===== config.mk =====
export PLATFORM = sky130hd
export DESIGN_NAME = io_response_interface
export DESIGN_NICKNAME = d
export VERILOG_FILES = /design/src/rtl/io_response_interface.sv
export SDC_FILE = /design/constraint.sdc
export NUM_CORES = 1
export LEC_CHECK = 0
export BUFFER_PORTS_ARGS = -buffer_cell sky130_fd_sc_hd__buf_4
export CORE_UTILIZATION = 51
export DETAILED_ROUTE_END_ITERATION = 16
export PLACE_DENSITY = 0.79
export RECOVER_POWER = 100
export SYNTH_ARGS = -nofsm -noshare
export SYNTH_HDL_FRONTEND = slang
export SYNTH_SLANG_ARGS = --single-unit

===== constraint.sdc =====
create_clock -name clk -period 1.9 [get_ports clk]
set_input_delay 0 -clock clk [delete_from_list [all_inputs] [get_ports clk]]
set_output_delay 0 -clock clk [all_outputs]
set_load 0.005 [all_outputs]

===== src/rtl/io_response_interface.sv =====
// io_response_interface
//   Return path of the IO port. Takes one full-width read response from the
//   port and replays it to the core as DATABITWIDTH-wide beats over a
//   valid/ready handshake. Sub-word loads are lane-extracted and zero/sign
//   extended into a single beat; word-or-larger loads stream words WI..last.
//   Optional feature macro: IO_RESPONSE_PREFETCH_EN adds a second holding
//   buffer so the next response can be accepted while the current one streams.
module io_response_interface #(
   parameter int DATABITWIDTH  = 16,
   parameter int PORTBYTEWIDTH = 8,
   parameter int TAGBITWIDTH   = 4
) (
   input  logic                       clk,
   input  logic                       async_rst_n,
   input  logic                       clk_en,
   input  logic                       RespInACK,
   output logic                       RespInREQ,
   input  logic [3:0]                 MinorOpcodeIn,
   input  logic [DATABITWIDTH-1:0]    DataAddrIn,
   input  logic [PORTBYTEWIDTH*8-1:0] DataIn,
   input  logic [TAGBITWIDTH-1:0]     TagIn,
   output logic                       RespOutACK,
   input  logic                       RespOutREQ,
   output logic [DATABITWIDTH-1:0]    DataOut,
   output logic [DATABITWIDTH-1:0]    DataAddrOut,
   output logic [TAGBITWIDTH-1:0]     TagOut,
   output logic                       LastOut
);

   localparam int PBITS       = PORTBYTEWIDTH * 8;
   localparam int BUFFERCOUNT = (PBITS <= DATABITWIDTH) ? 1 : PBITS / DATABITWIDTH;
   localparam int DBYTES      = DATABITWIDTH / 8;
   localparam int WIDX        = (DBYTES > 1) ? $clog2(DBYTES) : 1;
   localparam int BIDX        = (BUFFERCOUNT > 1) ? $clog2(BUFFERCOUNT) : 1;
   localparam int BUFW        = BUFFERCOUNT * DATABITWIDTH;
   localparam logic [BIDX-1:0] LAST_IDX = BIDX'(BUFFERCOUNT - 1);

   typedef enum logic {IDLE, SEND} state_t;

   // Start word of an access; a single-word buffer always starts at word 0.
   function automatic logic [BIDX-1:0] start_word(input logic [DATABITWIDTH-1:0] addr);
      if (BUFFERCOUNT == 1) return '0;
      return addr[WIDX+BIDX-1:WIDX];
   endfunction

   // Opcode bit 3 carries no meaning on the return path.
   logic op_unused;
   assign op_unused = MinorOpcodeIn[3];

   state_t                  state_q, state_d;
   logic [BUFW-1:0]         buf_q, buf_d;
   logic [DATABITWIDTH-1:0] addr_q, addr_d;
   logic [TAGBITWIDTH-1:0]  tag_q, tag_d;
   logic [2:0]              op_q, op_d;
   logic [BIDX-1:0]         idx_q, idx_d;
`ifdef IO_RESPONSE_PREFETCH_EN
   logic [BUFW-1:0]         hold_buf_q, hold_buf_d;
   logic [DATABITWIDTH-1:0] hold_addr_q, hold_addr_d;
   logic [TAGBITWIDTH-1:0]  hold_tag_q, hold_tag_d;
   logic [2:0]              hold_op_q, hold_op_d;
   logic                    hold_valid_q, hold_valid_d;
`endif

   logic                    in_hs, out_hs;
   logic [3:0]              size_bytes;
   int                      field_bits;
   logic                    sub_word;
   logic [DATABITWIDTH-1:0] word_sel, shifted, sub_data;
   logic [WIDX-1:0]         lb_aligned;
   logic                    sign_bit;

`ifdef IO_RESPONSE_PREFETCH_EN
   assign RespInREQ = !hold_valid_q;
`else
   assign RespInREQ = (state_q == IDLE);
`endif
   assign RespOutACK = (state_q == SEND);
   assign in_hs      = RespInACK && RespInREQ && clk_en;
   assign out_hs     = RespOutACK && RespOutREQ && clk_en;

   // Select the current word and locate the size-aligned lane for sub-word loads.
   always_comb begin
      size_bytes = 4'd1 << op_q[1:0];
      field_bits = int'(size_bytes) * 8;
      sub_word   = int'(size_bytes) < DBYTES;
      word_sel   = buf_q[int'(idx_q)*DATABITWIDTH +: DATABITWIDTH];
      lb_aligned = addr_q[WIDX-1:0] & ~WIDX'(size_bytes - 4'd1);
      shifted    = word_sel >> (int'(lb_aligned) * 8);
      sign_bit   = 1'b0;
      for (int i = 0; i < DATABITWIDTH; i++) begin
         if (i == field_bits - 1) sign_bit = shifted[i];
      end
   end

   // Bits above the field width are filled with zero or the field's sign bit.
   generate
      for (genvar gi = 0; gi < DATABITWIDTH; gi++) begin : g_ext
         assign sub_data[gi] = (gi < field_bits) ? shifted[gi] : (op_q[2] & sign_bit);
      end
   endgenerate

   // Beat outputs are driven straight from the active buffer so they hold while stalled.
   always_comb begin
      DataOut     = sub_word ? sub_data : word_sel;
      DataAddrOut = sub_word ? addr_q
                             : {addr_q[DATABITWIDTH-1:WIDX+BIDX], idx_q, {WIDX{1'b0}}};
      TagOut      = tag_q;
      LastOut     = (state_q == SEND) && (sub_word || (idx_q == LAST_IDX));
   end

   // Next-state: beat advance, end of response, and routing of accepted responses.
   always_comb begin
      state_d = state_q;
      buf_d   = buf_q;
      addr_d  = addr_q;
      tag_d   = tag_q;
      op_d    = op_q;
      idx_d   = idx_q;
`ifdef IO_RESPONSE_PREFETCH_EN
      hold_buf_d   = hold_buf_q;
      hold_addr_d  = hold_addr_q;
      hold_tag_d   = hold_tag_q;
      hold_op_d    = hold_op_q;
      hold_valid_d = hold_valid_q;
`endif

      if (out_hs && !LastOut) idx_d = idx_q + 1'b1;

`ifdef IO_RESPONSE_PREFETCH_EN
      if (out_hs && LastOut) begin
         if (hold_valid_q) begin
            // Promote the held response so its first beat follows with no bubble.
            buf_d        = hold_buf_q;
            addr_d       = hold_addr_q;
            tag_d        = hold_tag_q;
            op_d         = hold_op_q;
            idx_d        = start_word(hold_addr_q);
            hold_valid_d = 1'b0;
            state_d      = SEND;
         end else if (in_hs) begin
            buf_d   = BUFW'(DataIn);
            addr_d  = DataAddrIn;
            tag_d   = TagIn;
            op_d    = MinorOpcodeIn[2:0];
            idx_d   = start_word(DataAddrIn);
            state_d = SEND;
         end else begin
            state_d = IDLE;
         end
      end else if (in_hs) begin
         if (state_q == IDLE) begin
            buf_d   = BUFW'(DataIn);
            addr_d  = DataAddrIn;
            tag_d   = TagIn;
            op_d    = MinorOpcodeIn[2:0];
            idx_d   = start_word(DataAddrIn);
            state_d = SEND;
         end else begin
            hold_buf_d   = BUFW'(DataIn);
            hold_addr_d  = DataAddrIn;
            hold_tag_d   = TagIn;
            hold_op_d    = MinorOpcodeIn[2:0];
            hold_valid_d = 1'b1;
         end
      end
`else
      if (out_hs && LastOut) begin
         state_d = IDLE;
      end else if (in_hs) begin
         buf_d   = BUFW'(DataIn);
         addr_d  = DataAddrIn;
         tag_d   = TagIn;
         op_d    = MinorOpcodeIn[2:0];
         idx_d   = start_word(DataAddrIn);
         state_d = SEND;
      end
`endif
   end

   // State and buffer registers; reset clears everything so no beat survives it.
   always_ff @(posedge clk or negedge async_rst_n) begin
      if (!async_rst_n) begin
         state_q <= IDLE;
         buf_q   <= '0;
         addr_q  <= '0;
         tag_q   <= '0;
         op_q    <= '0;
         idx_q   <= '0;
`ifdef IO_RESPONSE_PREFETCH_EN
         hold_buf_q   <= '0;
         hold_addr_q  <= '0;
         hold_tag_q   <= '0;
         hold_op_q    <= '0;
         hold_valid_q <= 1'b0;
`endif
      end else if (clk_en) begin
         state_q <= state_d;
         buf_q   <= buf_d;
         addr_q  <= addr_d;
         tag_q   <= tag_d;
         op_q    <= op_d;
         idx_q   <= idx_d;
`ifdef IO_RESPONSE_PREFETCH_EN
         hold_buf_q   <= hold_buf_d;
         hold_addr_q  <= hold_addr_d;
         hold_tag_q   <= hold_tag_d;
         hold_op_q    <= hold_op_d;
         hold_valid_q <= hold_valid_d;
`endif
      end
   end

endmodule

-- Yosys cells after proc, flatten, opt, wreduce, memory -nomap -nowiden
Cells that the tools add are included.
- register bits after elaboration: 90
- input bits: 93
- add/sub/neg operators: 3
- magnitude comparators: 17
- equality and inequality tests: 16
- shifts and indexed selects: 3
- multiplexer cells: 39
- bitwise logic cells: 5
- reduce and logical (&&, ||, !) cells: 13
- operators with widths (kind ; number):
    5-bit by 8-bit equality test with 1-bit output, first input constant ; 8
    64-bit by 7-bit variable part select with 16-bit output ; 1
    4-bit by 7-bit < comparator with 1-bit output, first input constant ; 8
    1-bit two-way mux ; 34
    4-bit by 8-bit equality test with 1-bit output, first input constant ; 4
    32-bit zero test ; 1
    3-bit by 7-bit < comparator with 1-bit output, first input constant ; 4
    3-bit by 8-bit equality test with 1-bit output, first input constant ; 2
    16-bit two-way mux ; 1
    16-bit by 4-bit >> shifter with 16-bit output ; 1
    1-bit by 7-bit < comparator with 1-bit output, first input constant ; 2
    2-bit by 7-bit < comparator with 1-bit output, first input constant ; 2
    2-bit by 8-bit equality test with 1-bit output, first input constant ; 1
    7-bit by 1-bit subtractor with 8-bit output, second input constant ; 1
    1-bit logical AND ; 7
    2-bit two-way mux ; 3
    4-bit by 2-bit < comparator with 1-bit output, second input constant ; 1
    1-bit by 2-bit << shifter with 4-bit output, first input constant ; 1
    3-bit two-way mux ; 1
    1-bit inverter ; 3
    3-bit AND reduction ; 1
    2-bit by 1-bit adder with 2-bit output, second input constant ; 1
    1-bit bitwise AND ; 2
    2-bit equality test, second input constant ; 1
    other kinds (5) ; 5

-- Longest topological paths before layout
- word-level depth: 24
- mapped depth: 6

-- Least setup slack after synthesis
No wires, ideal clock.
- path type: register to output
- from: register idx_q[0]
- to: output DataOut[7]
- data arrival time: 1.370 ns
- required time: 1.900 ns
- path slack: 0.530 ns
- stages on the path, launching flop included: 5
- buffers on the path: 2
- path through: dfrtp_1 buf_6 buf_12 mux4_2 mux2_2
- word-level cells in the longest chain between the ends: 21
- ends and longest elaborated chain (item ; RTL line ; text):
    start: declaration ; 55 ; logic [BIDX-1:0] idx_q, idx_d;
    start signal: assignment ; 202 ; idx_q <= idx_d;
    64-bit by 7-bit variable part select with 16-bit output (*) ; 86 ; word_sel = buf_q[int'(idx_q)*DATABITWIDTH +: DATABITWIDTH];
    16-bit by 4-bit >> shifter with 16-bit output ; 88 ; shifted = word_sel >> (int'(lb_aligned) * 8);
    1-bit two-way mux (16 in series) ; 91 ; if (i == field_bits - 1) sign_bit = shifted[i];
    1-bit bitwise AND ; 98 ; assign sub_data[gi] = (gi < field_bits) ? shifted[gi] : (op_q[2] & sign_bit);
    1-bit two-way mux ; 98 ;
    16-bit two-way mux (*) ; 104 ; DataOut = sub_word ? sub_data : word_sel;
    end: declaration ; 24 ; output logic [DATABITWIDTH-1:0] DataOut,
Every way passes the cells marked *; elsewhere a longest branch is shown, timed or not.

-- Worst setup path in the final report
- from: register idx_q[0]
- to: output DataOut[0]
Same word-level chain as after synthesis.

==> metrics.json <==
{
  "dp_hpwl": {"value": 7400, "unit": "um"},
  "drv_cap": {"value": 0},
  "dieWidth": {"value": 93.7, "unit": "um"},
  "synth_top_area_share": {"value": 52.5, "unit": "%"},
  "cellLeakagePower": {"value": 3.36, "unit": "nW"},
  "postSynth.asyncResetShare": {"value": 100, "unit": "%"},
  "final.period_utilization": {"value": 101, "unit": "%"},
  "critPathRequiredTime": {"value": 1.90, "unit": "ns"},
  "worst_slew_margin_rel": {"value": 23.8, "unit": "%"},
  "timing.critical_path.cells": {"value": "buf_12, mux4_2, mux2_4, buf_6"},
  "finalWeightedCongestion": {"value": 0.826},
  "die_area": {"value": 0.00879, "unit": "mm^2"},
  "detail_route.iter0.violations": {"value": 260},
  "dr_total_vias": {"value": 4051},
  "drc_errors": {"value": 0},
  "final_critical_path_setup_slack": {"value": -0.0235, "unit": "ns"},
  "status": {"value": "finished with violations"},
  "startpoint_type": {"value": "flip-flop"},
  "post_dp_cell_area": {"value": 0.00532, "unit": "mm^2"},
  "vias_in_the_first_global_route": {"value": 4141},
  "io_pins": {"value": 132},
  "ys_dominant_reg_cell": {"value": "sky130_fd_sc_hd__dfrtp_1"},
  "antenna_found_initial": {"value": 0},
  "ys_warn_count": {"value": 0},
  "core_area": {"value": 0.00818, "unit": "mm^2"},
  "numCtsBuffers": {"value": 9},
  "detail_route.wirelength": {"value": 12500, "unit": "um"},
  "critical_path.max_fanout": {"value": 12},
  "worst_setup_path_end_kind": {"value": "primary output"},
  "clock_tree.root_cell": {"value": "sky130_fd_sc_hd__clkbuf_8"},
  "synth.net_count": {"value": 560},
  "post-synth-top-area-cell": {"value": "sky130_fd_sc_hd__dfrtp_1"},
  "tritoncts_clock_tree": {"value": "built"},
  "synth.area.top_cells": {"value": "sky130_fd_sc_hd__dfrtp_1, sky130_fd_sc_hd__nand2_1, sky130_fd_sc_hd__mux4_2"},
  "area_growth": {"value": 51.1, "unit": "%"},
  "wire_per_inst": {"value": 15.8, "unit": "um"},
  "setup-violations-final": {"value": 2},
  "clkSinkCount": {"value": 90},
  "vias_per_cell": {"value": 5.15},
  "holdCritPathClass": {"value": "in2reg"},
  "layout.cell_area.non_filler": {"value": 0.00649, "unit": "mm^2"},
  "start_util": {"value": 52.5, "unit": "%"},
  "grt_max_degree": {"value": 57},
  "critical_path_class": {"value": "reg2out"},
  "rsz0062_at_grt": {"value": "true"},
  "ys_types": {"value": 36},
  "max-vdd-ir-drop": {"value": 0.667, "unit": "mV"},
  "layout.cells.most_common": {"value": "sky130_fd_sc_hd__nand2_1"},
  "synth.ff_latch_count": {"value": 90},
  "synth_cells": {"value": 466},
  "power_per_cell_area": {"value": 1450, "unit": "mW/mm^2"},
  "cts.clk_slew.worst_paths": {"value": 0.09, "unit": "ns"},
  "final_cell_mix": {"value": "sky130_fd_sc_hd__nand2_1, sky130_fd_sc_hd__buf_4, sky130_fd_sc_hd__dlygate4sd3_1, sky130_fd_sc_hd__dfrtp_1, sky130_fd_sc_hd__clkbuf_4"},
  "global_route.usage.total": {"value": 29.5, "unit": "%"},
  "part_of_the_yosys_area_used_for_sequential_elements": {"value": 52.5, "unit": "%"},
  "holdWs": {"value": -0.0342, "unit": "ns"},
  "synth.cell_area": {"value": 0.00429, "unit": "mm^2"},
  "clock.fmax": {"value": 520, "unit": "MHz"},
  "maxSlewViolCount": {"value": 0},
  "arrival": {"value": 1.92, "unit": "ns"},
  "finalHoldViolCount": {"value": 1},
  "fp.dieH": {"value": 93.7, "unit": "um"},
  "syn_area_per_cell": {"value": 9.21, "unit": "um^2"},
  "final_layout_size_suffix_gt1_share": {"value": 29.0, "unit": "%"},
  "ant_nets": {"value": 0},
  "timing.critical_path.slowest_cell_delay": {"value": 0.55, "unit": "ns"},
  "port_buffers": {"value": 130},
  "critical-path-top-delay-family": {"value": "multiplexers"},
  "worst_clock_skew": {"value": 0.0100, "unit": "ns"},
  "edff_count_synth": {"value": 0},
  "clk_path_buf_depth": {"value": 2},
  "min_period": {"value": 1.92, "unit": "ns"},
  "violations": {"value": "negative hold slack, negative setup slack"},
  "cp_slowest_cell": {"value": "sky130_fd_sc_hd__mux4_2"},
  "clock_tree.htree_level_count": {"value": 3},
  "worst-slew-pin-transition": {"value": 1.14, "unit": "ns"},
  "grt_first_pass_wirelength": {"value": 19800, "unit": "um"},
  "grt_remaining_overflow": {"value": 0},
  "finish.net_count": {"value": 772},
  "antenna_cells_inserted": {"value": 0},
  "critPathBufInv": {"value": 2},
  "drtPass1Iterations": {"value": 4},
  "worstSkewPairLatency": {"value": 0.36, "unit": "ns"},
  "std_cell_rows": {"value": 33}
}
[layout make-up]
class,count,area [um^2]
sequential,90,2250
multi-input combinational,334,1810
clock inverter,5,63.8
inverter,1,3.75
clock buffer,10,138
fill,505,1690
tap,105,131
timing repair buffer,242,2080
[tightest hold or removal path, cell delays in order]
cell	delay, ns
sky130_fd_sc_hd__buf_4	0.09
sky130_fd_sc_hd__a21oi_1	0.06
sky130_fd_sc_hd__a31oi_1	0.13
[cell families after synthesis]
| logic type | after synthesis | synth area share, % |
|---|---|---|
| AND/OR/NAND/NOR | 290 | 26.3 |
| adder cells (fa/ha/maj) | 1 | 0.291 |
| flip-flops | 90 | 52.5 |
| buffers and inverters | 42 | 5.89 |
| multiplexers | 28 | 12.2 |
| AO/OA/AOI/OAI | 15 | 2.83 |
[Yosys cell counts, types with 2 or more instances]
cell                       count
sky130_fd_sc_hd__buf_2         9
sky130_fd_sc_hd__buf_4        14
sky130_fd_sc_hd__buf_6         2
sky130_fd_sc_hd__clkbuf_1     15
sky130_fd_sc_hd__dfrtp_1      90
sky130_fd_sc_hd__mux2_2        4
sky130_fd_sc_hd__mux2_4        6
sky130_fd_sc_hd__mux4_1        2
sky130_fd_sc_hd__mux4_2       14
sky130_fd_sc_hd__nand2_1     276
sky130_fd_sc_hd__nand3_1       3
sky130_fd_sc_hd__o31ai_1       7
[report_power, final]
part | switching, mW | internal, mW | total, mW
combinational | 2.03 | 2.57 | 4.61
sequential | 0.628 | 2.80 | 3.43
clock | 0.703 | 0.646 | 1.35
total | 3.37 | 6.02 | 9.39
[final timing paths]
kind                                        startpoint  slack (ns)  depth (start not counted)                      to
worst max-delay path              idx_q[0]$_DFFE_PN0P_       -0.02                          4              DataOut[0]
worst min-delay path                         RespInACK       -0.03                          3  RespOutACK$_DFFE_PN0P_
worst max register to register  RespOutACK$_DFFE_PN0P_        0.14                          4    buf_q[0]$_DFFE_PN0P_
worst min register to register   addr_q[8]$_DFFE_PN0P_        0.48                          2   addr_q[8]$_DFFE_PN0P_
max in group asynchronous                  async_rst_n        0.42                          3   buf_q[33]$_DFFE_PN0P_
min in group asynchronous                  async_rst_n        0.38                          2   buf_q[12]$_DFFE_PN0P_
[per-stage QoR]
stage	util, %	worst slack (ns)	cells	setup TNS (ns)	power [mW]
5_1_grt	79.3	-0.0640	787	-0.503	9.99
2_1_floorplan	-	0.530	466	0	5.83
3_3_place_gp	65.0	0.240	677	0	7.26
3_5_place_dp	65.0	0.202	677	0	7.43
6_report	79.3	-0.0235	787	-0.0261	9.39
4_1_cts	78.9	-0.00663	785	-0.00663	9.06
[per-layer routing]
layer / up-vias / global-route usage, % / routed length, um
met2: 182 / 49.0 / 6470
met5: - / 0 / 0
met3: 34 / 4.29 / 779
li1: 1897 / - / -
met4: 0 / 11.4 / 344
met1: 1938 / 39.1 / 4880
[sequential cells by signal, summed over array words and instances (netlist names)]
register	flops
RespOutACK	1
TagOut	4
addr_q	16
buf_q	64
idx_q	2
op_q	3
[what timing repair did]
action,4_1_cts,5_1_grt
pin swaps,0,1
endpoints found under the hold margin,133,1
hold buffers,90,1
setup buffers,3,2
resized for setup,8,16
setup endpoints to repair,10,16
Power figures use the tool's default switching activity.
